`config.mk`:
```
export PLATFORM = sky130hd
export DESIGN_NAME = fetch_seq_flat
export DESIGN_NICKNAME = d
export VERILOG_FILES = /design/src/rtl/fetch_seq_if.sv /design/src/rtl/fetch_seq.sv /design/src/flat_wrapper.sv
export SDC_FILE = /design/constraint.sdc
export NUM_CORES = 1
export LEC_CHECK = 0
export ABC_CLOCK_PERIOD_IN_PS = 21900
export CAP_MARGIN = 5
export CORE_MARGIN = 2
export CORE_UTILIZATION = 56
export CTS_CLUSTER_DIAMETER = 50
export CTS_CLUSTER_SIZE = 8
export DETAILED_ROUTE_END_ITERATION = 16
export GPL_TIMING_DRIVEN = 0
export PLACE_DENSITY_LB_ADDON = 0.05
export RECOVER_POWER = 100
export SYNTH_ARGS = -nofsm -noshare
export SYNTH_HDL_FRONTEND = slang
export SYNTH_SLANG_ARGS = --single-unit
```
`constraint.sdc`:
```
create_clock -name clk -period 21.9 [get_ports clk]
set_input_delay 3.285 -clock clk [delete_from_list [all_inputs] [get_ports clk]]
set_output_delay 3.285 -clock clk [all_outputs]
set_load 0.005 [all_outputs]
```
`src/rtl/fetch_seq_if.sv`:
```
// Byte-wide instruction-memory port: request/acknowledge handshake with error flag.
interface fetch_seq_if;
    logic        mem_req;
    logic [63:0] mem_addr;
    logic        mem_ack;
    logic [7:0]  mem_rdata;
    logic        mem_err;

    modport master (
        output mem_req,
        output mem_addr,
        input  mem_ack,
        input  mem_rdata,
        input  mem_err
    );

    modport slave (
        input  mem_req,
        input  mem_addr,
        output mem_ack,
        output mem_rdata,
        output mem_err
    );
endinterface

```
`src/rtl/fetch_seq.sv`:
```
// Y86-64 sequential fetch stage: reads one instruction byte per handshake and
// splits it into icode/ifun/rA/rB/valC, producing valP and a one-cycle done pulse.
module fetch_seq (
    input  logic        clk,
    input  logic        rst,
    input  logic        start,
    input  logic [63:0] pc_in,
    fetch_seq_if.master mem,
    output logic [3:0]  icode,
    output logic [3:0]  ifun,
    output logic [3:0]  rA,
    output logic [3:0]  rB,
    output logic [63:0] valC,
    output logic [63:0] valP,
    output logic        instr_done,
    output logic        instr_invalid,
    output logic        imem_error,
    output logic        busy
);

    typedef enum logic [2:0] {
        S_IDLE,
        S_B0,
        S_REG,
        S_CONST,
        S_DONE
    } state_t;

    state_t      state_q, state_d;
    logic [63:0] pc_q, pc_d;
    logic [63:0] addr_q, addr_d;
    logic [3:0]  icode_q, icode_d;
    logic [3:0]  ifun_q, ifun_d;
    logic [3:0]  ra_q, ra_d;
    logic [3:0]  rb_q, rb_d;
    logic [63:0] valc_q, valc_d;
    logic [63:0] valp_q, valp_d;
    logic [3:0]  len_q, len_d;
    logic [2:0]  k_q, k_d;
    logic        invalid_q, invalid_d;
    logic        err_q, err_d;

    logic        fetching;
    logic        take;
    logic [3:0]  blen;

    // Instruction length in bytes from icode; undefined codes count as one byte.
    function automatic logic [3:0] instr_len(input logic [3:0] ic);
        case (ic)
            4'h0, 4'h1, 4'h9:         instr_len = 4'd1;
            4'h2, 4'h6, 4'hA, 4'hB:   instr_len = 4'd2;
            4'h3, 4'h4, 4'h5:         instr_len = 4'd10;
            4'h7, 4'h8:               instr_len = 4'd9;
            default:                  instr_len = 4'd1;
        endcase
    endfunction

    always_ff @(posedge clk or posedge rst) begin
        if (rst) begin
            state_q   <= S_IDLE;
            pc_q      <= '0;
            addr_q    <= '0;
            icode_q   <= '0;
            ifun_q    <= '0;
            ra_q      <= '1;
            rb_q      <= '1;
            valc_q    <= '0;
            valp_q    <= '0;
            len_q     <= 4'd1;
            k_q       <= '0;
            invalid_q <= 1'b0;
            err_q     <= 1'b0;
        end else begin
            state_q   <= state_d;
            pc_q      <= pc_d;
            addr_q    <= addr_d;
            icode_q   <= icode_d;
            ifun_q    <= ifun_d;
            ra_q      <= ra_d;
            rb_q      <= rb_d;
            valc_q    <= valc_d;
            valp_q    <= valp_d;
            len_q     <= len_d;
            k_q       <= k_d;
            invalid_q <= invalid_d;
            err_q     <= err_d;
        end
    end

    always_comb begin
        fetching = (state_q == S_B0) || (state_q == S_REG) || (state_q == S_CONST);
        take     = fetching && mem.mem_ack;
        blen     = instr_len(mem.mem_rdata[7:4]);

        state_d   = state_q;
        pc_d      = pc_q;
        addr_d    = addr_q;
        icode_d   = icode_q;
        ifun_d    = ifun_q;
        ra_d      = ra_q;
        rb_d      = rb_q;
        valc_d    = valc_q;
        valp_d    = valp_q;
        len_d     = len_q;
        k_d       = k_q;
        invalid_d = invalid_q;
        err_d     = err_q;

        case (state_q)
            S_IDLE, S_DONE: begin
                if (start) begin
                    state_d   = S_B0;
                    pc_d      = pc_in;
                    addr_d    = pc_in;
                    icode_d   = '0;
                    ifun_d    = '0;
                    ra_d      = '1;
                    rb_d      = '1;
                    valc_d    = '0;
                    k_d       = '0;
                    invalid_d = 1'b0;
                    err_d     = 1'b0;
                end else begin
                    state_d = S_IDLE;
                end
            end

            S_B0, S_REG, S_CONST: begin
                if (take) begin
                    if (mem.mem_err) begin
                        // Faulting byte is dropped; valP points back at the instruction.
                        err_d   = 1'b1;
                        valp_d  = pc_q;
                        state_d = S_DONE;
                    end else begin
                        addr_d = addr_q + 64'd1;
                        case (state_q)
                            S_B0: begin
                                icode_d   = mem.mem_rdata[7:4];
                                ifun_d    = mem.mem_rdata[3:0];
                                len_d     = blen;
                                invalid_d = mem.mem_rdata[7:4] > 4'd11;
                                if (blen == 4'd1) begin
                                    state_d = S_DONE;
                                    valp_d  = pc_q + 64'(blen);
                                end else if (blen == 4'd9) begin
                                    state_d = S_CONST;
                                end else begin
                                    state_d = S_REG;
                                end
                            end
                            S_REG: begin
                                ra_d = mem.mem_rdata[7:4];
                                rb_d = mem.mem_rdata[3:0];
                                if (len_q == 4'd10) begin
                                    state_d = S_CONST;
                                end else begin
                                    state_d = S_DONE;
                                    valp_d  = pc_q + 64'(len_q);
                                end
                            end
                            default: begin
                                valc_d[{k_q, 3'b000} +: 8] = mem.mem_rdata;
                                k_d = k_q + 3'd1;
                                if (k_q == 3'd7) begin
                                    state_d = S_DONE;
                                    valp_d  = pc_q + 64'(len_q);
                                end
                            end
                        endcase
                    end
                end
            end

            default: state_d = S_IDLE;
        endcase
    end

    assign mem.mem_req   = fetching;
    assign mem.mem_addr  = addr_q;
    assign icode         = icode_q;
    assign ifun          = ifun_q;
    assign rA            = ra_q;
    assign rB            = rb_q;
    assign valC          = valc_q;
    assign valP          = valp_q;
    assign instr_done    = (state_q == S_DONE);
    assign instr_invalid = invalid_q;
    assign imem_error    = err_q;
    assign busy          = fetching;

endmodule

```
`src/flat_wrapper.sv`:
```
// flat-port wrapper written by rule: the top's interface ports become plain ports
module fetch_seq_flat 
  (clk, rst, start, pc_in, icode, ifun, rA, rB, valC, valP, instr_done, instr_invalid, imem_error, busy, mem_mem_req, mem_mem_addr, mem_mem_ack, mem_mem_rdata, mem_mem_err);
  fetch_seq_if mem_i ();
  input  logic clk;
  input  logic rst;
  input  logic start;
  input  logic [63:0] pc_in;
  output logic [3:0] icode;
  output logic [3:0] ifun;
  output logic [3:0] rA;
  output logic [3:0] rB;
  output logic [63:0] valC;
  output logic [63:0] valP;
  output logic instr_done;
  output logic instr_invalid;
  output logic imem_error;
  output logic busy;
  output wire logic [$bits(mem_i.mem_req)-1:0] mem_mem_req;
  output wire logic [$bits(mem_i.mem_addr)-1:0] mem_mem_addr;
  input wire logic [$bits(mem_i.mem_ack)-1:0] mem_mem_ack;
  input wire logic [$bits(mem_i.mem_rdata)-1:0] mem_mem_rdata;
  input wire logic [$bits(mem_i.mem_err)-1:0] mem_mem_err;
  assign mem_mem_req = mem_i.mem_req;
  assign mem_mem_addr = mem_i.mem_addr;
  assign mem_i.mem_ack = mem_mem_ack;
  assign mem_i.mem_rdata = mem_mem_rdata;
  assign mem_i.mem_err = mem_mem_err;
  fetch_seq u_core (.clk(clk), .rst(rst), .start(start), .pc_in(pc_in), .mem(mem_i), .icode(icode), .ifun(ifun), .rA(rA), .rB(rB), .valC(valC), .valP(valP), .instr_done(instr_done), .instr_invalid(instr_invalid), .imem_error(imem_error), .busy(busy));
endmodule
```
Yosys cells after proc, flatten, opt, wreduce, memory -nomap -nowiden
Memories as Yosys holds them, arrays and structs flattened.
Cells that the tools add are included.
- word-level logic and storage cells: 114
- memory bits (read-only): 48
- output and inout bits: 213
- memories: 1
- register bits after elaboration: 284
- input port bits: 77
- magnitude comparators: 1
- multiplexer cells: 55
- equality and inequality tests: 18
- bitwise gates (word level): 1
- reduce and logical (&&, ||, !) cells: 18
- shift operators: 2
- add/subtract/negate cells: 5
- memories (name ; words ; width ; read ports ; clocked after memory_dff ; wr ports ; RTL line ; source):
    (name not given) ; 16 ; 3 ; 1 ; 0 ; 0 ; fetch_seq.sv:49 ; case (ic)
- operators with widths (cell ; count):
    64-bit two-way mux ; 11
    64-bit one-hot mux with 2 select lines ; 3
    64-bit by 4-bit adder with 64-bit output ; 2
    64-bit by 1-bit adder with 64-bit output (second input constant) ; 1
    64-bit bitwise mux ; 1
    8-bit by 8-bit variable shift with 64-bit output (first input constant) ; 1
    8-bit by 8-bit indexed part select with 64-bit output ; 1
    4-bit two-way mux ; 14
    4-bit one-hot mux with 2 select lines ; 4
    3-bit two-way mux ; 9
    5-bit AND reduction ; 4
    3-bit one-hot mux with 2 select lines ; 3
    4-bit AND reduction ; 3
    4-bit equality test (second input constant) ; 2
    1-bit two-way mux ; 8
    2-bit inequality test (second input constant) ; 4
    6-bit negator with 8-bit output ; 1
    3-bit by 2-bit equality test with 1-bit output (second input constant) ; 2
    3-bit equality test (second input constant) ; 2
    2-bit by 1-bit inequality test with 1-bit output (second input constant) ; 3
    3-bit inequality test (second input constant) ; 2
    5-bit by 2-bit inequality test with 1-bit output (second input constant) ; 1
    4-bit by 1-bit equality test with 1-bit output (second input constant) ; 1
    4-bit > comparator (second input constant) ; 1
    12 further kinds ; 16

Depth between registers and ports, before layout
An unclocked memory read counts as a cell.
- depth in word-level cells: 8
- gate-level depth with buffers: 14
- mapped depth without buffers: 13

Worst setup path before layout
Ideal clock, no wire load.
- path type: input to register
- start: in mem_mem_rdata[5]
- end: reg u_core.valp_q[59] (netlist: u_core.valP[59])
- arrival time: 6.626 ns
- stages: 11
- buffers on the path: 1
- library setup time: 0.082 ns
- path slack: 15.192 ns
- cell sequence: clkbuf_1 > or4b_2 > o21ai_0 > mux2_2 > ha_1 > a211oi_1 > or4_4 > or4b_4 > or2_4 > or4_1 > a31oi_1
- word-level cells in the longest chain between the ends: 5
- ends and longest elaborated chain (element ; RTL line ; source):
    from (decl) ; flat_wrapper.sv:22 ; input wire logic [$bits(mem_i.mem_rdata)-1:0] mem_mem_rdata;
    memory 16 x 3 bit * ; -- ;
    64-bit by 4-bit adder with 64-bit output ; fetch_seq.sv:145 ; valp_d = pc_q + 64'(blen);
    64-bit two-way mux ; fetch_seq.sv:143 ; if (blen == 4'd1) begin
    64-bit one-hot mux with 2 select lines ; fetch_seq.sv:137 ; case (state_q)
    64-bit two-way mux ; fetch_seq.sv:130 ; if (mem.mem_err) begin
    to (signal assigned) ; fetch_seq.sv:82 ; valp_q <= valp_d;
    to (decl) ; fetch_seq.sv:37 ; logic [63:0] valp_q, valp_d;
Mark *: on every way between the ends. The rest lies on a longest branch, timed or not. The select of a mux whose other input is x is not followed.
A chain may end at the register's enable or synchronous reset.

==> metrics.txt <==
status finished, violations left; failing checks max-capacitance violations, max-slew violations; die height 161 µm; IO buf count 287; worst-path cell chain dlygate4sd3_1 -> clkinvlp_2 -> clkbuf_1; CTS tree built; largest net degree at the start of global routing 113; register bit count reported by yosys 283; Internal Power 1.56 mW; f_max 0.0954 GHz; RSZ-0062 raised after global routing false; # rows 57; setup bufs post-CTS 0; R2R Setup Slk 17.61 ns; H-tree levels 2; Slew Limit Fails 288; Inserted Clock Buffers 42; post-cts sizing count 0; Worst Max-Slew Pin Slew 5.71 ns; placed insts 2,159; Iter 0 DRT Violations 1,387; worst setup margin 11.41 ns; Max clock buf depth 3; clk_skew 0.0163 ns; fin crit share 47.9%; Sink Count 283; Worst setup SP type primary input; Worst EP arrival 9.71 ns; Power Dens Cells 144 nW/µm²; # diodes 0; combinational power share 41.2%; routability cong. 0.977; initial antenna violation count 0; CP Max Fanout 112; fraction of layout cells with a size suffix above 1 4.01%; Initial Utilization 57.0%; DR vias 13,800; vias in the first global route 13,500; cts-stage hold buffer count 0; final design utilization 75.4%; Clk pin slew, worst setup/hold paths 0.05 ns; DRC errors left 0; Cell variety after synth 70; routed len/inst 22.1 µm; die width 161 µm; Routed Antenna Nets 0; Worst Path Required 21.13 ns; average size of a mapped cell 8.94 µm²; IO Pins 290; Final setup viols 0; GR Overflow Total 0; fill count 1,751; Slew HR -281%; Synth Net Count 1,631; critical path type primary input to async pin; Reg power frac 36.3%; Net Sw Power 1.07 mW; GR Util All Layers 37.9%; Cells after Synth 1,545; Largest delay share family, worst path buffers and inverters; area grow syn2layout 32.3%; switch share 40.9%; Clock power frac 22.5%; Fin. Hold Viols 0; slowest CP cell clkbuf_1; worst skew pair latency 0.52 ns; Post-synth EDFFs 0; drt pass-1 iters 5; Ys Warns 0; root buf cell clkbuf_16; worst min path class flip-flop to flip-flop; WHS 0.477 ns; Non-Filler Instances 2,217; Final Critical Period 10.49 ns; cell area after synthesis 13,800 µm²; DP HPWL 35,700 µm; core area 24,200 µm²; Worst path max stage delay 4.10 ns; setup TNS 0 ns; Synth Flop Type dfrtp_1; total of max-cap violations 3; first-pass GRT wire length 76,600 µm; DRT Wirelength 49,000 µm; leak pwr 7.77 nW; FFs w/ async S/R, synth 100%; register area share after synthesis 51.3%; via-per-instance ratio 6.22; CP Capture Type async pin; Max VDD drop 0.0790 mV; die area 25,900 µm²; number of buffers and inverters on the critical path 3; Setup WS pre-CTS 14.25 ns; layout net count 1,967
final cells by class:
cell class | instances | area, µm² | area share, %
Buffer | 79 | 302 | 1.65
Sequential cell | 283 | 7090 | 38.8
Clock inverter | 3 | 43.8 | 0.240
Timing Repair Buffer | 292 | 2890 | 15.8
Clock buffer | 53 | 1130 | 6.20
Tap cell | 324 | 405 | 2.22
Multi-Input combinational cell | 1168 | 6350 | 34.8
Inverter | 15 | 57.6 | 0.315
worst paths after layout:
check,start,end,cells after the start
max,rst,u_core.valP[52],3
min,u_core.valC[0],u_core.valC[0],2
max reg2reg,u_core.state_q[2],u_core.valP[59],10
min reg2reg,u_core.valC[0],u_core.valC[0],2
max in group clk,u_core.state_q[1],mem_mem_req,8
min in group asynchronous,rst,u_core.valC[58],2
per-layer routing:
layer	vias to the layer above	GRT usage, %	wire (µm)
li1	6167	-	-
met1	6622	48.7	18900
met2	842	60.7	22900
met3	161	10.3	5020
met4	0	16.8	2290
met5	-	0	0
logic make-up (layout without fill, tap and decap cells):
group	after synthesis	after routing	synth area share, %
flops	283	283	51.3
xor+xnor	60	60	3.80
mux	15	15	1.15
compound gates	335	335	15.2
simple gates	749	749	25.1
fa+ha+maj	9	9	0.869
buf+inv	94	442	2.59
stage by stage:
stage          instance area, µm²  power [mW]
2_1_floorplan               13800        1.48
3_3_place_gp                17100        2.02
3_5_place_dp                17200        2.06
4_1_cts                     18300        2.66
5_1_grt                     18300        2.78
6_report                    18300        2.63
registers in the layout, summed over array words and instances (netlist names):
| name | cells |
|---|---|
| u_core.rB | 4 |
| u_core.valP | 64 |
| u_core.len_q | 3 |
| u_core.instr_invalid | 1 |
| u_core.pc_q | 64 |
| u_core.mem.mem_addr | 64 |
| u_core.state_q | 3 |
| u_core.icode | 4 |
| u_core.ifun | 4 |
| u_core.k_q | 3 |
| u_core.rA | 4 |
| u_core.valC | 64 |
| u_core.imem_error | 1 |
worst min-delay path, stage by stage (launching register included):
cell	delay, ns
dfrtp_1	0.33
nand2_1	0.05
o21ai_0	0.06
power by group through the flow:
stage	combinational, mW	sequential (mW)	clock [mW]
global route	1.18	0.981	0.616
detailed placement	1.11	0.952	0
floorplan	0.567	0.911	0
global placement	1.08	0.945	0
finish	1.08	0.954	0.591
CTS	1.12	0.949	0.591
synthesized netlist by cell type (9+ instances only):
cell | instances | area, µm²
nand2_1 | 314 | 1180
dfrtp_1 | 274 | 6860
nor2_1 | 158 | 593
a21oi_1 | 121 | 606
o21ai_0 | 77 | 385
nand3_1 | 75 | 375
clkbuf_1 | 74 | 278
nand4_1 | 41 | 257
nor3_1 | 38 | 190
a22o_1 | 32 | 280
xnor2_1 | 32 | 280
xor2_1 | 28 | 245
and3_1 | 26 | 163
nor4_1 | 20 | 125
and4_1 | 19 | 166
inv_1 | 14 | 52.6
o22ai_1 | 13 | 81.3
and2_1 | 12 | 75.1
or3_1 | 11 | 68.8
o211ai_1 | 10 | 75.1
o311ai_0 | 10 | 87.6
dfstp_2 | 9 | 236
o2bb2ai_1 | 9 | 78.8
cell usage in the layout, fill, tap and decap left out, types with 28 or more instances in the layout:
cell	n
nand3_1	75
nand4_1	41
o21ai_0	79
dfrtp_1	274
clkbuf_16	43
clkdlybuf4s50_1	73
xnor2_1	32
a22o_1	32
nand2_1	314
nor2_1	158
clkbuf_1	87
a21oi_1	121
nor3_1	38
xor2_1	28
dlygate4sd3_1	214
Power figures use the tool's default switching activity.
